$ cat src/rtl/div_pkg.sv
// Shared types and constants for the sequential restoring divider.
package div_pkg;

  localparam int DIV_WIDTH_DEFAULT = 8;

  typedef enum logic [1:0] {
    IDLE = 2'd0,
    CALC = 2'd1,
    DONE = 2'd2
  } div_state_e;

endpackage

$ cat src/rtl/div8_seq_if.sv
// Operand and result handshakes of the divider.
// master = producer/consumer side, slave = the divider itself.
interface div8_seq_if #(
  parameter int WIDTH = div_pkg::DIV_WIDTH_DEFAULT
);
  logic             in_valid;
  logic             in_ready;
  logic [WIDTH-1:0] dividend;
  logic [WIDTH-1:0] divisor;
  logic             out_valid;
  logic             out_ready;
  logic [WIDTH-1:0] quotient;
  logic [WIDTH-1:0] remainder;
  logic             div_by_zero;

  modport master (
    output in_valid, dividend, divisor, out_ready,
    input  in_ready, out_valid, quotient, remainder, div_by_zero
  );

  modport slave (
    input  in_valid, dividend, divisor, out_ready,
    output in_ready, out_valid, quotient, remainder, div_by_zero
  );
endinterface

$ cat src/rtl/div_step.sv
// One restoring-division step: shift the next dividend bit into the
// partial remainder, subtract the divisor if it fits, emit the quotient bit.
module div_step #(
  parameter int WIDTH = div_pkg::DIV_WIDTH_DEFAULT
) (
  input  logic [WIDTH:0]   r,
  input  logic             q_msb,
  input  logic [WIDTH-1:0] divisor,
  output logic [WIDTH:0]   r_next,
  output logic             q_bit
);

  logic [WIDTH:0] shifted;

  // Trial subtraction; the compare uses the full shifted value so no bit is lost.
  always_comb begin
    shifted = {r[WIDTH-1:0], q_msb};
    q_bit   = ({r, q_msb} >= {2'b00, divisor});
    r_next  = q_bit ? (shifted - {1'b0, divisor}) : shifted;
  end

endmodule

$ cat src/rtl/div8_seq.sv
// Iterative unsigned restoring divider, one quotient bit per clock,
// with valid/ready handshakes on operands and results.
module div8_seq
  import div_pkg::*;
#(
  parameter int WIDTH = DIV_WIDTH_DEFAULT
) (
  input  logic          clk,
  input  logic          reset_n,
  div8_seq_if.slave     bus
);

  localparam int CW = (WIDTH > 1) ? $clog2(WIDTH) : 1;

  div_state_e       state_q, state_d;
  logic [CW-1:0]    count_q;
  logic [WIDTH:0]   r_q;
  logic [WIDTH-1:0] q_q;
  logic [WIDTH-1:0] dvs_q;
  logic             dbz_q;

  logic             accept;
  logic [WIDTH:0]   r_next;
  logic             q_bit;

  assign accept = (state_q == IDLE) && bus.in_valid;

  div_step #(.WIDTH(WIDTH)) u_step (
    .r       (r_q),
    .q_msb   (q_q[WIDTH-1]),
    .divisor (dvs_q),
    .r_next  (r_next),
    .q_bit   (q_bit)
  );

  // State register.
  // NOTE: sequential state uses non-blocking assignments so every flop
  // samples pre-edge values regardless of block ordering.
  always_ff @(posedge clk or negedge reset_n) begin
    if (!reset_n) state_q <= IDLE;
    else          state_q <= state_d;
  end

  // Next-state logic. A divide-by-zero still passes through CALC for one
  // idle cycle so its result appears one edge after the accept.
  // NOTE: the default assignment first keeps this block free of latches.
  always_comb begin
    state_d = state_q;
    unique case (state_q)
      IDLE:    if (bus.in_valid)    state_d = CALC;
      CALC:    if (count_q == '0)   state_d = DONE;
      DONE:    if (bus.out_ready)   state_d = IDLE;
      default:                      state_d = IDLE;
    endcase
  end

  // Datapath: load on accept, one restoring step per CALC cycle.
  always_ff @(posedge clk or negedge reset_n) begin
    if (!reset_n) begin
      count_q <= '0;
      r_q     <= '0;
      q_q     <= '0;
      dvs_q   <= '0;
      dbz_q   <= 1'b0;
    end else if (accept) begin
      dvs_q <= bus.divisor;
      if (bus.divisor == '0) begin
        dbz_q   <= 1'b1;
        count_q <= '0;
        q_q     <= '1;
        r_q     <= {1'b0, bus.dividend};
      end else begin
        dbz_q   <= 1'b0;
        count_q <= CW'(WIDTH - 1);
        q_q     <= bus.dividend;
        r_q     <= '0;
      end
    end else if ((state_q == CALC) && !dbz_q) begin
      r_q <= r_next;
      q_q <= {q_q[WIDTH-2:0], q_bit};
      if (count_q != '0) count_q <= count_q - CW'(1);
    end
  end

  // Handshake flags follow the state; results come straight from registers.
  assign bus.in_ready    = (state_q == IDLE);
  assign bus.out_valid   = (state_q == DONE);
  assign bus.quotient    = q_q;
  assign bus.remainder   = r_q[WIDTH-1:0];
  assign bus.div_by_zero = dbz_q;

endmodule

$ cat src/flat_wrapper.sv
// flat-port wrapper written by rule: the top's interface ports become plain ports
module div8_seq_flat import div_pkg::*;
#(
  parameter int WIDTH = DIV_WIDTH_DEFAULT
)
  (clk, reset_n, bus_in_valid, bus_dividend, bus_divisor, bus_out_ready, bus_in_ready, bus_out_valid, bus_quotient, bus_remainder, bus_div_by_zero);
  div8_seq_if #(.WIDTH(WIDTH)) bus_i ();
  input  logic clk;
  input  logic reset_n;
  input wire logic [$bits(bus_i.in_valid)-1:0] bus_in_valid;
  input wire logic [$bits(bus_i.dividend)-1:0] bus_dividend;
  input wire logic [$bits(bus_i.divisor)-1:0] bus_divisor;
  input wire logic [$bits(bus_i.out_ready)-1:0] bus_out_ready;
  output wire logic [$bits(bus_i.in_ready)-1:0] bus_in_ready;
  output wire logic [$bits(bus_i.out_valid)-1:0] bus_out_valid;
  output wire logic [$bits(bus_i.quotient)-1:0] bus_quotient;
  output wire logic [$bits(bus_i.remainder)-1:0] bus_remainder;
  output wire logic [$bits(bus_i.div_by_zero)-1:0] bus_div_by_zero;
  assign bus_i.in_valid = bus_in_valid;
  assign bus_i.dividend = bus_dividend;
  assign bus_i.divisor = bus_divisor;
  assign bus_i.out_ready = bus_out_ready;
  assign bus_in_ready = bus_i.in_ready;
  assign bus_out_valid = bus_i.out_valid;
  assign bus_quotient = bus_i.quotient;
  assign bus_remainder = bus_i.remainder;
  assign bus_div_by_zero = bus_i.div_by_zero;
  div8_seq #(.WIDTH(WIDTH)) u_core (.clk(clk), .reset_n(reset_n), .bus(bus_i));
endmodule
$ cat config.mk
export PLATFORM = sky130hd
export DESIGN_NAME = div8_seq_flat
export DESIGN_NICKNAME = d
export VERILOG_FILES = /design/src/rtl/div_pkg.sv /design/src/rtl/div8_seq_if.sv /design/src/rtl/div_step.sv /design/src/rtl/div8_seq.sv /design/src/flat_wrapper.sv
export SDC_FILE = /design/constraint.sdc
export NUM_CORES = 1
export LEC_CHECK = 0
export CORE_ASPECT_RATIO = 1.1
export CORE_MARGIN = 1.5
export CORE_UTILIZATION = 45
export CTS_CLUSTER_SIZE = 30
export DETAILED_ROUTE_END_ITERATION = 7
export PLACE_DENSITY = 0.72
export SYNTH_ARGS = -nofsm -noshare
export SYNTH_HDL_FRONTEND = slang
export SYNTH_SLANG_ARGS = --single-unit
$ cat constraint.sdc
create_clock -name clk -period 3.6 [get_ports clk]
set_clock_uncertainty 0.15 [all_clocks]
set_input_delay 0.9 -clock clk [delete_from_list [all_inputs] [get_ports clk]]
set_output_delay 0.9 -clock clk [all_outputs]
set_load 0.01 [all_outputs]
==> reports/results.ini <==
[yosys]
yosys_most_used_dff = dfrtp_1
syn_inst = 223
postSynthAreaPerCell_um2 = 8.81
netlist_area_mm2 = 0.00197
yosysMostFrequentCell = dfrtp_1
ys_seq_elements = 31
synthesis.nets = 254
synth_area_leader_cell = dfrtp_1
synth_edf_count = 0
synth_warnings = 0
ys_top_cells_by_area = dfrtp_1 (39%), ha_1 (6.4%), nand2_1 (5.7%), o21ai_0 (5.6%), a21oi_1 (3.8%)
synth_top_area_share_pct = 39.5
async_flop_share_pct = 100
ys_types = 49
synth_commonest_cells = dfrtp_1 (31), nand2_1 (30), o21ai_0 (22)
seq_area_frac_synth_pct = 39.5

[clock_network]
cts_sinks = 31
htree_levels = 2
ctsHoldBuffers = 0
post-cts-setup-buffer-count = 0
cts_buffer_depth = 2
root_buffer = clkbuf_8
clk_latency_ps = 280
ctsResizeCount = 0
path_clk_slew_ps = 60
cts_tree = built
cts_made_buffers = 5

[place]
hpwl_um = 3190
gp_congestion = 0.831
placed_cells = 300
place_area_mm2 = 0.00232
numPortBuffers = 38

[sta]
period_needed_ps = 2630
setup_viol = 0
slew_headroom_pct = 30.6
final-hold-violation-count = 0
fmax_ghz = 0.381
setup_tns_ps = 0
drv_slew = 0
finalCritPeriodShare_pct = 73.0
worstMarginPinSlew_ps = 1040
rsz0062_at_grt = false

[floorplan]
die_area_mm2 = 0.00477
initial_core_util_pct = 46.2
die_w_um = 66.0
io_pins = 39
core_mm2 = 0.00425
rows = 25
die_y_um = 72.3

[setup_path]
required_ps = 3640
critPathBufInv = 1
arrival_ps = 2670
critPathTopFamily = simple AND/OR/NAND/NOR gates
worst-path-max-fanout = 17
cpMaxStageDelayCell = nor2_1
start_kind = input pin
path_cells = clkdlybuf4s50_1, nor3b_2, nor2_1, a32o_1, a31oi_1, o31ai_1
endpoint_kind = register
slowest_delay_ps = 800
critPathKind = input pin to register

[pwr]
worst_ir_drop_vdd_v = 0.000503
p_int_uw = 1450
switching_share_pct = 44.4
power_frac_seq_pct = 25.8
power_density_mw_per_mm2 = 1080
p_leak_uw = 0.00103
pwr-share-comb_pct = 63.6
power_switching_uw = 1150
clkPwrFrac_pct = 10.6

[cells_and_area]
final_core_util_pct = 56.6
drive_gt1_share_pct = 7.11
num-fill-cells = 439
areaGrowthSynthToFinish_pct = 22.5
post_layout_nonfiller_instances = 307
final_area_mm2 = 0.00241
seqCellArea_um2 = 776
multiInputGateArea_mm2 = 0.00101
fin_nets = 284
diodes = 0

[drt]
route.detailed.drc = 0
vias_per_cell = 5.56
finalWirelength_um = 4270
ant_nets = 0
dr.first_iter.drc_count = 109
routed-via-count = 1708
wl_per_cell_um = 13.9
first_pass_iters = 4

[run]
max-cap-violations = 0

[global_routing]
antenna_found_initial = 0
grt_usage_pct = 20.2
grt_pass1_vias = 1606
grt_pass1_wl_um = 7400
grt_max_degree = 37
grt_overflow = 0

[hold_path]
hold_path.class = register to register

[status]
status = finished, final reports clean

[layout by cell type (no fill, tap or decap), types with 5 or more instances in the layout]
cell type and n:
a21oi_1 15, inv_1 16, a32oi_1 5, clkbuf_8 6, nor2_1 11, clkdlybuf4s50_1 38
o21ai_0 22, nand2_1 30, dfrtp_1 31, ha_1 10, nand3_1 11
[metal layers]
layer / share of wire, % / track usage (%) / vias up / wire length, um
met4: 0.84 / 6.12 / 0 / 36
met3: 5.0 / 4.19 / 4 / 214
met5: 0 / 0 / - / 0
met1: 46 / 26.5 / 815 / 1970
met2: 48 / 33.8 / 39 / 2050
li1: - / - / 850 / -
[through the flow]
| stage | total power [uW] | hold slack [ps] | setup slack (ps) |
|---|---|---|---|
| floorplan | 1950 | 300 | 1240 |
| global placement | 2300 | 334 | 715 |
| detailed placement | 2320 | 340 | 680 |
| CTS | 2610 | 356 | 974 |
| global route | 2860 | 370 | 805 |
| finish | 2600 | 354 | 973 |
[power by group through the flow]
stage	logic (uW)	clock network, uW	registers, uW
2_1_floorplan	1290	0	655
3_3_place_gp	1620	0	674
3_5_place_dp	1650	0	678
4_1_cts	1660	282	672
5_1_grt	1870	299	695
6_report	1650	276	671
[path summary, 6_finish.rpt]
| path | start | endpoint | slack, ps | cells past startpoint |
|---|---|---|---|---|
| worst max register to register | u_core.bus.quotient[7] | u_core.r_q[0] | 980 | 9 |
| min in group asynchronous | reset_n | u_core.count_q[0] | 860 | 2 |
| max in group asynchronous | reset_n | u_core.r_q[0] | 2150 | 2 |
| worst max-delay path | bus_in_valid | u_core.r_q[6] | 970 | 6 |
| worst min register to register | u_core.bus.quotient[4] | u_core.bus.quotient[4] | 350 | 2 |
| worst min-delay path | u_core.bus.quotient[4] | u_core.bus.quotient[4] | 350 | 2 |
[cells by family (layout without fill, tap and decap cells)]
kind of cell               Yosys count  in the layout  synth area share (%)
adders and majority gates           11             11                  7.38
muxes                                5              5                  2.80
xor gates and xnor gates             4              4                  1.78
buffers and inverters               35             65                  9.55
AOI/OAI and AO/OA                   66             66                  21.1
DFF                                 31             31                  39.5
and+or+nand+nor                     71             71                  17.9
[state kept, by name, summed over array words and instances, names as in the netlist]
register,cells
u_core.bus.quotient,8
u_core.bus.div_by_zero,1
u_core.count_q,3
u_core.r_q,9
u_core.dvs_q,8
u_core.state_q,2
[layout make-up]
| type | count | share of cell area, % |
|---|---|---|
| multi-input combinational | 157 | 41.8 |
| inverter | 16 | 2.49 |
| clock inverter | 1 | 0.208 |
| tap | 54 | 2.81 |
| sequential | 31 | 32.2 |
| timing repair buffer | 42 | 17.0 |
| clock buffer | 6 | 3.43 |
[worst reg2reg max path, stage by stage, from the launching register on]
cell     delay [ps]
dfrtp_1         400
inv_1            90
ha_1            170
inv_1            60
fa_1            400
nand3_1         120
a211o_1         140
and4b_1         550
mux2_4          350
o21ai_2         100
Note: power is estimated with default switching activity, not from simulation.
==> patch 1: new RTL, same settings <==
The package constant `DIV_WIDTH_DEFAULT` goes from 8 to 4.
--- a/src/rtl/div_pkg.sv
+++ b/src/rtl/div_pkg.sv
@@ -1,7 +1,7 @@
 // Shared types and constants for the sequential restoring divider.
 package div_pkg;
 
-  localparam int DIV_WIDTH_DEFAULT = 8;
+  localparam int DIV_WIDTH_DEFAULT = 4;
 
   typedef enum logic [1:0] {
     IDLE = 2'd0,
Ports: changed (resized bus_dividend, bus_divisor, bus_quotient and bus_remainder); port bits go from 39 to 23. The function was not compared with the original's and may differ.
==> patch 1 against the original RTL <==
Sequential share of layout area up 0.76 points. Register-to-register slack better by 0.14 ns. Combinational power down 47%. Area after synthesis down 42%. Final cell count down 45%. Critical path type is now flip-flop to output pin. Final area down 43%. Maximum frequency up 2.1%. Sequential cell count down 13. Die area down 40%. Wire length down 43%. Highest routed layer unchanged. Setup slack better by 0.054 ns. Synthesized cell count down 45%. Total power down 48%.
==> patch 1: results (changes against the original RTL) <==
* Gpl congestion at 0.850 (+2.3%)
* Worst-case vdd ir drop at 0.503 mV (about the same)
* Post-detail-place hpwl at 1940 µm (-39%)
* Syn Inst Count at 122 (-45%)
* DR iter-0 viols at 24 (-78%)
* R2R Path End: u_core.r_q[3]
* Seq/Total Area, Yosys at 39.4% (about the same)
* Crit path max-delay cell type: clkdlybuf4s50_1
* Hold path startpoint: u_core.dvs_q[0]
* WP data arrival at 1.52 ns (-1.15 ns)
* Hold Slack at 0.364 ns (+0.00964 ns)
* First-pass GRT wire length at 4060 µm (-45%)
* Largest fanout on the critical path at 9 (-8)
* Synth top area cells: dfrtp_1 (39%), ha_1 (5.5%), a21oi_1 (3.9%)
* Worst reg-to-reg setup slack at 1.12 ns (+0.14 ns)
* Max-slew headroom at 46.5% (+16 points)
* Largest net degree at the start of global routing at 19 (-49%)
* Setup WS post-layout at 1.03 ns (+0.0543 ns)
* Clock root cell: clkbuf_4
* Total GRT Usage at 18.8% (-1.4 points)
* Area of the multi-input gates at 579 µm² (-42%)
* Vias in the first global route at 933 (-42%)
* Reg clk slew, reported paths at 0.09 ns (+0.03 ns)
* GR Layer Usage met2 at 31.0% (-2.8 points)
* I/O Buffers at 22 (-42%)
* WL/cell at 14.3 µm (+2.8%)
* Layout cell share with drive strength beyond 1 at 9.35% (+2.2 points)
* Synth unique cells at 45 (-8.2%)
* Worst R2R Path Depth at 8 (-1)
* Nets at 159 (-44%)
* Outcome: complete, no violations
* Lkg Pwr at 0.606 nW (-41%)
* Total Wirelength at 2420 µm (-43%)
* Min-Delay Endpoint: u_core.dvs_q[0]
* Post-synth top cells: dfrtp_1 (18), nand2_1 (12), inv_1 (11), a21oi_1 (9), buf_4 (6)
* CTS HTree Levels at 1 (-1)
## patch 1: changes by cell type after synthesis, sizes merged, moves of 4 or more
| cell | before | now |
|---|---|---|
| dfrtp | 31 | 18 |
| nand3 | 12 | 1 |
| o21ai | 26 | 7 |
| nor2 | 12 | 4 |
| ha | 10 | 5 |
| buf | 16 | 7 |
| or3 | 4 | 0 |
| a21oi | 15 | 9 |
| nand2 | 30 | 13 |
| a32oi | 5 | 0 |
| a32o | 4 | 0 |
## patch 1: report_power, final
part	switching, mW	internal [mW]	leakage, nW
Combinational	0.454	0.422	0.370
Clock	0.0540	0.0388	0.0138
Sequential	0.0862	0.301	0.223
Total	0.594	0.761	0.606
## patch 1: area by class of cell
class	instances	area share [%]
Clock buffer	3	1.65
Tap cell	30	2.75
Multi-Input combinational cell	82	42.4
Inverter	13	3.57
Sequential cell	18	33.0
Timing Repair Buffer	23	16.7
## patch 1: cells by family (layout without fill, tap and decap cells)
logic type               after synthesis  after routing  share of synthesized area [%]
AO/OA/AOI/OAI                         37             37                           22.5
AND/OR/NAND/NOR                       37             37                           19.4
flip-flops                            18             18                           39.4
buffers and inverters                 22             39                           9.86
multiplexers                           1              1                          0.876
XOR/XNOR                               1              1                          0.767
adder cells (fa/ha/maj)                6              6                           7.23
## patch 1: layer usage
layer / up-vias / part of all wire [%]
li1: 464 / -
met4: 0 / 1.5
met1: 450 / 46
met2: 18 / 50
met5: - / 0
met3: 4 / 2.8
## patch 1: tightest hold or removal path, delay by kind of cell, from the launching register on
family / cells / cell delay (ns)
DFF: 1 / 0.37
and+or+nand+nor: 2 / 0.12
==> patch 2: new RTL, same flow settings <==
Made on the original files. Re-encode `div_state_e` (3 states) as one-hot, 3 bits wide.
--- a/src/rtl/div_pkg.sv
+++ b/src/rtl/div_pkg.sv
@@ -3,10 +3,10 @@
 
   localparam int DIV_WIDTH_DEFAULT = 8;
 
-  typedef enum logic [1:0] {
-    IDLE = 2'd0,
-    CALC = 2'd1,
-    DONE = 2'd2
+  typedef enum logic [2:0] {
+    IDLE = 3'b001,
+    CALC = 3'b010,
+    DONE = 3'b100
   } div_state_e;
 
 endpackage
Behaviour: no difference found for any inputs over 10 cycles, from zero or initial values and one cycle with reset_n low; not proved beyond that.
==> patch 2 against the original RTL <==
Clock power is 12% higher. Setup slack lost 0.28 ns. Total power shrank 14%. Via count up 4.0%. Area after synthesis grew 2.5%. Final cell count is 3.6% higher. Final area increased by 3.5%. Sequential cell count up 1. Wire length increased by 12%. Maximum frequency fell by 9.6%. Hold slack improved by 0.022 ns. Largest power group unchanged.
==> patch 2: results (changes against the original RTL) <==
* Synthesized flop and latch total at 32 (+3.2%)
* Kind of critical path: flip-flop to flip-flop
* Placed Area at 2390 µm² (+3.1%)
* Total GRT Usage at 22.1% (+1.9 points)
* Multi-input combinational area share at 42.1% (+0.28 points)
* Largest net degree at the start of global routing at 33 (-11%)
* Measured slew at the worst slew-check pin at 0.868 ns (-0.169 ns)
* Synth top area cells: dfrtp_1 (38%), ha_1 (6.2%), nand2_1 (5.8%)
* WP data arrival at 2.95 ns (+0.28 ns)
* CP peak stage delay at 0.46 ns (-0.34 ns)
* Final Core Density at 58.2% (+1.6 points)
* Comb power frac at 58.0% (-5.6 points)
* Layout cell share with drive strength beyond 1 at 7.95% (+0.84 points)
* Outcome: complete, no violations
* Seq pwr at 0.629 mW (-6.3%)
* Bufs w/o clock at 44 (+4.8%)
* Synth Area in Compound Gates at 17.1% (-4.0 points)
* Hold path startpoint: u_core.dvs_q[0]
* Clock buffer count at 8 (+2)
* Synthesized Nets at 264 (+3.9%)
* Syn Inst Count at 233 (+4.5%)
* XOR/XNOR Fraction of Synth Area at 2.17% (+0.39 points)
* Synth unique cells at 42 (-14%)
* Pre-CTS WS at 0.663 ns (-0.0171 ns)
* Post-synth top cells: dfrtp_1 (31), nand2_1 (31), nor2_1 (17), o21ai_0 (17)
* Largest fanout on the critical path at 10 (-7)
* Share of synthesized cell area in full adder, half adder and majority cells at 7.20% (-0.18 points)
* Multiplexer area fraction after synthesis at 3.04% (+0.24 points)
* Vias in the first global route at 1642 (+2.2%)
* Post-detail-place hpwl at 3430 µm (+7.4%)
* Psw at 0.953 mW (-17%)
* Clock buf/inv share at 4.01% (+0.38 points)
* Total power at 2.24 mW (-14%)
* Seq/Total Area, Yosys at 39.8% (+0.32 points)
* Multi-input comb cells at 167 (+6.4%)
* DR vias at 1776 (+4.0%)
* NonClk Buf Share at 17.1% (+0.021 points)
* Nets at 294 (+3.5%)
* Lkg Pwr at 1.08 nW (+5.0%)
* Inverters at 13 (-3)
* Vias/cell at 5.58 (+0.38%)
* Gpl congestion at 0.935 (+12%)
* FILL cells at 385 (-12%)
* DR iter-0 viols at 135 (+24%)
* Seq. cell area at 802 µm² (+3.4%)
## patch 2: changes by cell type after synthesis, sizes merged, moves of 2 or more
cell	change
o21ai	-8
nor2	+6
a31oi	+5
a32o	-4
clkbuf	+4
nand2b	+4
a32oi	+3
inv	-3
nand4	+3
buf	-2
nor4	+2
or3	-2
or3b	+2
## patch 2: worst paths after layout
kind / endpoint / cells past startpoint / slack (ns)
min: u_core.dvs_q[0] / 2 / 0.38
max reg2reg: u_core.r_q[0] / 10 / 0.69
min in group asynchronous: u_core.dvs_q[4] / 2 / 0.86
max in group asynchronous: u_core.state_q[0] / 2 / 2.10
max: u_core.r_q[0] / 10 / 0.69
min reg2reg: u_core.dvs_q[0] / 2 / 0.38
## patch 2: per-layer routing
layer | routed length [µm] | part of all wire (%) | track usage, %
met3 | 267 | 5.6 | 5.40
met4 | 80 | 1.7 | 7.48
met1 | 2230 | 47 | 31.3
met2 | 2210 | 46 | 33.1
met5 | 0 | 0 | 0
